$ cat src/rtl/timer_apb_regif.sv
// APB responder for the 8-bit timer: TDR/TCR/TSR register file, wait-state
// sequencing, W1C status flags and the control fields driven to the counter core.
module timer_apb_regif #(
    parameter int WAIT_STATES = 1
) (
    input  logic       pclk,
    input  logic       preset,
    input  logic       psel,
    input  logic       penable,
    input  logic       pwrite,
    input  logic [7:0] paddr,
    input  logic [7:0] pwdata,
    output logic [7:0] prdata,
    output logic       pready,
    output logic       pslverr,
    input  logic       ovf_set,
    input  logic       udf_set,
    output logic [7:0] tdr_q,
    output logic       load_o,
    output logic       updw_o,
    output logic       en_o,
    output logic [1:0] cks_o,
    output logic       tdr_load_pulse
);

    localparam logic [7:0] ADDR_TDR = 8'h00;
    localparam logic [7:0] ADDR_TCR = 8'h01;
    localparam logic [7:0] ADDR_TSR = 8'h02;
    localparam logic [7:0] TCR_MASK = 8'hB3;
    localparam logic [7:0] TSR_MASK = 8'h03;
    localparam logic [1:0] WAIT_CNT = WAIT_STATES[1:0];

    typedef enum logic [1:0] {IDLE, SETUP, ACCESS} state_t;

    state_t     state_q;
    state_t     state_d;
    logic [1:0] wait_cnt_q;

    logic [7:0] addr_p0;
    logic       wr_p0;
    logic [7:0] wdata_p0;

    logic [7:0] tdr_r;
    logic [7:0] tcr_r;
    logic [7:0] tsr_r;

    logic       in_xfer;
    logic       wait_done;
    logic       xfer_done;
    logic       addr_ok;
    logic       wr_commit;
    logic [7:0] tsr_clr;

    function automatic logic [7:0] read_mux(input logic [7:0] sel_addr,
                                            input logic [7:0] tdr_v,
                                            input logic [7:0] tcr_v,
                                            input logic [7:0] tsr_v);
        case (sel_addr)
            ADDR_TDR: return tdr_v;
            ADDR_TCR: return tcr_v;
            ADDR_TSR: return tsr_v;
            default:  return 8'h00;
        endcase
    endfunction

    // A set pulse always beats a simultaneous W1C of the same bit.
    function automatic logic [7:0] tsr_update(input logic [7:0] cur,
                                              input logic [7:0] clr,
                                              input logic       ovf,
                                              input logic       udf);
        return ((cur & ~clr) | {6'b0, udf, ovf}) & TSR_MASK;
    endfunction

    assign in_xfer   = (state_q != IDLE);
    assign wait_done = (wait_cnt_q == WAIT_CNT);
    assign xfer_done = in_xfer && psel && penable && wait_done && !preset;
    assign addr_ok   = (addr_p0 <= ADDR_TSR);
    assign wr_commit = xfer_done && wr_p0;
    assign tsr_clr   = (wr_commit && addr_p0 == ADDR_TSR) ? wdata_p0 : 8'h00;

    // ---- state register ----
    always_ff @(posedge pclk) begin
        if (preset) begin
            state_q    <= IDLE;
            wait_cnt_q <= 2'd0;
        end else begin
            state_q <= state_d;
            if (state_q == IDLE)
                wait_cnt_q <= 2'd0;
            else if (penable && !wait_done)
                wait_cnt_q <= wait_cnt_q + 2'd1;
        end
    end

    // ---- next-state logic ----
    always_comb begin
        state_d = state_q;
        case (state_q)
            IDLE:   if (psel && !penable) state_d = SETUP;
            SETUP,
            ACCESS: state_d = (!psel || xfer_done) ? IDLE : ACCESS;
            default: state_d = IDLE;
        endcase
    end

    // ---- output logic ----
    always_comb begin
        pready  = xfer_done;
        pslverr = xfer_done && !addr_ok;
        prdata  = 8'h00;
        if (xfer_done && !wr_p0)
            prdata = read_mux(addr_p0, tdr_r, tcr_r, tsr_r);
    end

    // ---- setup-phase capture (bus holds these stable through the access) ----
    always_ff @(posedge pclk) begin
        if (state_q == IDLE && psel && !penable) begin
            addr_p0  <= paddr;
            wr_p0    <= pwrite;
            wdata_p0 <= pwdata;
        end
    end

    // ---- register file, committed on the edge that ends the pready cycle ----
    always_ff @(posedge pclk) begin
        if (preset) begin
            tdr_r          <= 8'h00;
            tcr_r          <= 8'h00;
            tsr_r          <= 8'h00;
            tdr_load_pulse <= 1'b0;
        end else begin
            if (wr_commit && addr_p0 == ADDR_TDR)
                tdr_r <= wdata_p0;
            if (wr_commit && addr_p0 == ADDR_TCR)
                tcr_r <= wdata_p0 & TCR_MASK;
            tsr_r          <= tsr_update(tsr_r, tsr_clr, ovf_set, udf_set);
            tdr_load_pulse <= wr_commit && (addr_p0 == ADDR_TCR) && wdata_p0[7];
        end
    end

    assign tdr_q  = tdr_r;
    assign load_o = tcr_r[7];
    assign updw_o = tcr_r[5];
    assign en_o   = tcr_r[4];
    assign cks_o  = tcr_r[1:0];

endmodule

$ cat config.mk
export PLATFORM = sky130hd
export DESIGN_NAME = timer_apb_regif
export DESIGN_NICKNAME = d
export VERILOG_FILES = /design/src/rtl/timer_apb_regif.sv
export SDC_FILE = /design/constraint.sdc
export NUM_CORES = 1
export LEC_CHECK = 0
export BUFFER_PORTS_ARGS = -buffer_cell sky130_fd_sc_hd__buf_4
export CAP_MARGIN = 20
export CORE_ASPECT_RATIO = 1.5
export CORE_UTILIZATION = 49
export CTS_BUF_LIST = sky130_fd_sc_hd__clkbuf_8
export DETAILED_ROUTE_END_ITERATION = 16
export PLACE_DENSITY = 0.79
export SYNTH_ARGS = -nofsm -noshare
export SYNTH_HDL_FRONTEND = slang
export SYNTH_SLANG_ARGS = --single-unit
$ cat constraint.sdc
create_clock -name pclk -period 2.54 [get_ports pclk]
set_clock_uncertainty 0.1 [all_clocks]
set_input_delay 0.254 -clock pclk [delete_from_list [all_inputs] [get_ports pclk]]
set_output_delay 0.254 -clock pclk [all_outputs]
set_load 0.005 [all_outputs]
==> insert_results.sql <==
INSERT INTO impl_metrics (metric_group, metric, value, unit) VALUES
('die', 'fp.dieArea', '0.003543', 'sq mm'),
('synthesis', 'syn_avg_cell_area', '11.40', 'sq um'),
('worst_setup_path', 'path_cells', 'nor4_2 -> nand2_1 -> or3_4 -> nor3b_1 -> buf_4', ''),
('synthesis', 'syn-cell-area', '0.001619', 'sq mm'),
('hold_path', 'hold_class', 'input pin to flip-flop', ''),
('worst_setup_path', 'critical_path.slowest_cell', 'sky130_fd_sc_hd__nor4_2', ''),
('global_route', 'grt_pass1_wl', '5.133', 'mm'),
('sta', 'period_needed', '2445', 'ps'),
('worst_setup_path', 'worst-path-max-fanout', '6', ''),
('worst_setup_path', 'worstSetupStartpoint', 'addr_p0[3]$_DFFE_PP_', ''),
('cells_and_area', 'share_of_final_layout_standard_cells_stronger_than_drive_strength_1', '34.20', '%'),
('clock_network', 'clock_sink_count', '37', ''),
('detailed_routing', 'drt_iter0_drc', '25', ''),
('worst_setup_path', 'worstPathArrival', '2090', 'ps'),
('sta', 'setup_viol_count_final', '0', ''),
('die', 'die_w', '48.94', 'microns'),
('sta', 'tightest_pin_transition', '641.8', 'ps'),
('sta', 'hold_violations', '0', ''),
('detailed_routing', 'detail_route.vias_per_cell', '5.180', ''),
('die', 'site_rows', '25', ''),
('detailed_routing', 'dr_total_vias', '1207', ''),
('run', 'max_cap_viols', '0', ''),
('outcome', 'outcome', 'complete, no violations', ''),
('clock_network', 'clock_tree.root_cell', 'sky130_fd_sc_hd__clkbuf_8', ''),
('detailed_routing', 'routed_wirelength', '3.174', 'mm'),
('global_route', 'maximum_number_of_pins_on_one_net_before_global_route_repair', '29', ''),
('synthesis', 'synth-seq-cells', '37', ''),
('detailed_routing', 'drt.antenna.violating_nets', '0', ''),
('sta', 'timing_max_transition_violations_final', '0', ''),
('sta', 'max_freq', '0.4091', 'GHz'),
('sta', 'fin_setup_tns', '0', 'ps'),
('cells_and_area', 'synthToLayoutAreaGrowth', '31.22', '%'),
('cells_and_area', 'final_antenna_diode_count', '0', ''),
('placed_design', 'numPortBuffers', '46', ''),
('synthesis', 'netlist-cell-type-count', '35', ''),
('worst_setup_path', 'delay_of_the_slowest_cell_on_the_worst_path', '460', 'ps'),
('cells_and_area', 'post-route-util', '67.25', '%'),
('hold_path', 'hold_depth', '1', ''),
('pwr', 'irDropWorstVdd', '0.0004473', 'V'),
('synthesis', 'yosysSeqAreaShare', '56.26', '%'),
('worst_setup_path', 'worstSetupPathType', 'flip-flop to output port', ''),
('global_route', 'antenna_found_initial', '0', ''),
('synthesis', 'synth.net_count', '168', ''),
('clock_network', 'htree_num_levels', '2', ''),
('pwr', 'totalPowerFinal', '0.001197', 'W'),
('detailed_routing', 'avgRoutedWirePerCell', '13.62', 'microns'),
('clock_network', 'cts_hold_buf', '0', ''),
('sta', 'maxSlewHeadroom', '57.21', '%'),
('hold_path', 'worst_hold_startpoint', 'pwdata[1]', ''),
('clock_network', 'path_clk_slew', '70', 'ps'),
('worst_setup_path', 'critPathTopFamily', 'simple AND/OR/NAND/NOR gates', ''),
('clock_network', 'cts_inserted_buffers', '5', ''),
('worst_setup_path', 'timing.critical_path.depth', '5', ''),
('sta', 'worst_hold_slack', '31.77', 'ps'),
('worst_setup_path', 'timing.rr.start', 'state_q[0]$_SDFFE_PP0P_', ''),
('synthesis', 'number_of_warning_messages_in_the_yosys_log', '0', ''),
('worst_setup_path', 'cp-start-kind', 'flip-flop', ''),
('sta', 'layout_worst_path_cycle_share', '96.24', '%'),
('worst_setup_path', 'timing.critical_path.to_type', 'output port', ''),
('clock_network', 'tritoncts_clock_tree', 'yes', ''),
('placed_design', 'hpwl', '2.323', 'mm'),
('placed_design', 'place.gp.congestion', '0.8691', ''),
('clock_network', 'cts_buffer_depth', '2', ''),
('detailed_routing', 'dr.pass1.iters', '4', ''),
('worst_setup_path', 'worstRegToRegCells', '6', ''),
('global_route', 'global_route.overflow_total', '0', ''),
('die', 'boundaryPins', '47', ''),
('die', 'fp.dieH', '72.40', 'microns'),
('worst_setup_path', 'required', '2190', 'ps'),
('worst_setup_path', 'cp.buffers_inverters', '1', ''),
('pwr', 'pwr_density_cell', '563.2', 'mW/mm^2');
[cell type report]
cell class                 count  area, sq um
clock buffer                   7        96.34
clock inverter                 1        8.758
fill                         240         1035
inverter                       9        33.78
multi-input combinational     89        649.4
sequential                    37        910.9
tap                           40        50.05
timing repair buffer          50        375.4
[cells in the mapped netlist]
cell and count:
sky130_fd_sc_hd__nor4_2 1, sky130_fd_sc_hd__a211oi_1 1, sky130_fd_sc_hd__xnor2_1 1, sky130_fd_sc_hd__o21bai_1 2, sky130_fd_sc_hd__or3_1 1, sky130_fd_sc_hd__nor2b_1 2, sky130_fd_sc_hd__ha_1 3, sky130_fd_sc_hd__nand2_1 4
sky130_fd_sc_hd__nand4_1 1, sky130_fd_sc_hd__nand3b_1 9, sky130_fd_sc_hd__buf_6 2, sky130_fd_sc_hd__nand2b_1 14, sky130_fd_sc_hd__nand3_4 1, sky130_fd_sc_hd__dfxtp_1 20, sky130_fd_sc_hd__clkbuf_1 3, sky130_fd_sc_hd__o21ai_1 8
sky130_fd_sc_hd__buf_1 1, sky130_fd_sc_hd__inv_1 9, sky130_fd_sc_hd__a31oi_1 2, sky130_fd_sc_hd__mux2i_1 10, sky130_fd_sc_hd__and2_1 1, sky130_fd_sc_hd__nor3b_4 1, sky130_fd_sc_hd__a32oi_1 1, sky130_fd_sc_hd__or4_4 1
sky130_fd_sc_hd__nor3b_1 3, sky130_fd_sc_hd__nor3_1 2, sky130_fd_sc_hd__and4_1 1, sky130_fd_sc_hd__a21oi_1 4, sky130_fd_sc_hd__nor4_1 3, sky130_fd_sc_hd__edfxtp_1 17, sky130_fd_sc_hd__a2111oi_0 1, sky130_fd_sc_hd__buf_2 1
sky130_fd_sc_hd__nor2_1 9, sky130_fd_sc_hd__and4b_1 1, sky130_fd_sc_hd__or4_1 1
[per-layer routing]
| metal | vias to the layer above | track usage (%) | share of wire, % |
|---|---|---|---|
| li1 | 605 | - | - |
| met1 | 549 | 22.10 | 43 |
| met2 | 45 | 32.56 | 50 |
| met3 | 8 | 6.499 | 5.7 |
| met4 | 0 | 8.824 | 1.8 |
| met5 | - | 0 | 0 |
[where the power goes]
group          leakage (nW)  total (W)  switching, W  internal (W)
combinational         0.513  0.0000822     0.0000378     0.0000444
clock                0.0549   0.000456      0.000206      0.000250
sequential            0.320   0.000659     0.0000142      0.000645
total                 0.888    0.00120      0.000258      0.000939
[stage by stage]
stage / cell area [sq um] / setup WS, ps / cells
6_report: 2125 / 95.43 / 233
5_1_grt: 2125 / -2.002 / 233
4_1_cts: 2092 / 29.51 / 230
3_5_place_dp: 1979 / 201.8 / 222
3_3_place_gp: 1979 / 313.8 / 222
2_1_floorplan: 1619 / 474.0 / 142
[timing repair]
item                                    4_1_cts  5_1_grt
endpoints found under the setup margin        6        3
resized for setup                             2        2
pin swaps                                     0        3
buffers inserted                              0        3
[cells by family after synthesis]
family	after synthesis	synth area share, %
and+or+nand+nor	56	23.03
DFF	37	56.26
AOI/OAI and AO/OA	19	6.955
buffers and inverters	16	4.713
muxes	10	6.183
adders and majority gates	3	2.319
xor gates and xnor gates	1	0.5411
[flip-flops by register name, indices dropped and copies added (netlist names)]
| name | count |
|---|---|
| wait_cnt_q | 2 |
| tdr_q | 8 |
| wr_p0 | 1 |
| wdata_p0 | 8 |
| addr_p0 | 8 |
| state_q | 2 |
| tsr_r | 2 |
| tcr_r | 5 |
| tdr_load_pulse | 1 |
[layout by cell type (no fill, tap or decap), types with 2 or more instances in the layout]
| cell type | instances |
|---|---|
| sky130_fd_sc_hd__nor2_1 | 9 |
| sky130_fd_sc_hd__nor3_1 | 2 |
| sky130_fd_sc_hd__inv_1 | 9 |
| sky130_fd_sc_hd__nor2b_1 | 2 |
| sky130_fd_sc_hd__a31oi_1 | 2 |
| sky130_fd_sc_hd__nand2b_1 | 14 |
| sky130_fd_sc_hd__ha_1 | 2 |
| sky130_fd_sc_hd__clkbuf_8 | 7 |
| sky130_fd_sc_hd__nand2_1 | 4 |
| sky130_fd_sc_hd__nor3b_2 | 2 |
| sky130_fd_sc_hd__a21oi_1 | 4 |
| sky130_fd_sc_hd__nand3b_1 | 9 |
| sky130_fd_sc_hd__dfxtp_1 | 20 |
| sky130_fd_sc_hd__mux2i_1 | 10 |
| sky130_fd_sc_hd__o21ai_1 | 8 |
| sky130_fd_sc_hd__buf_4 | 50 |
| sky130_fd_sc_hd__edfxtp_1 | 17 |
| sky130_fd_sc_hd__o21bai_1 | 2 |
| sky130_fd_sc_hd__nor4_1 | 3 |
[final timing paths]
kind	endpoint	slack, ps
min	wdata_p0[1]$_DFFE_PP_	30
max	prdata[6]	100
min reg2reg	tsr_r[1]$_SDFF_PP0_	370
max reg2reg	tdr_q[0]$_SDFFE_PP0P_	510
Power figures use the tool's default switching activity.
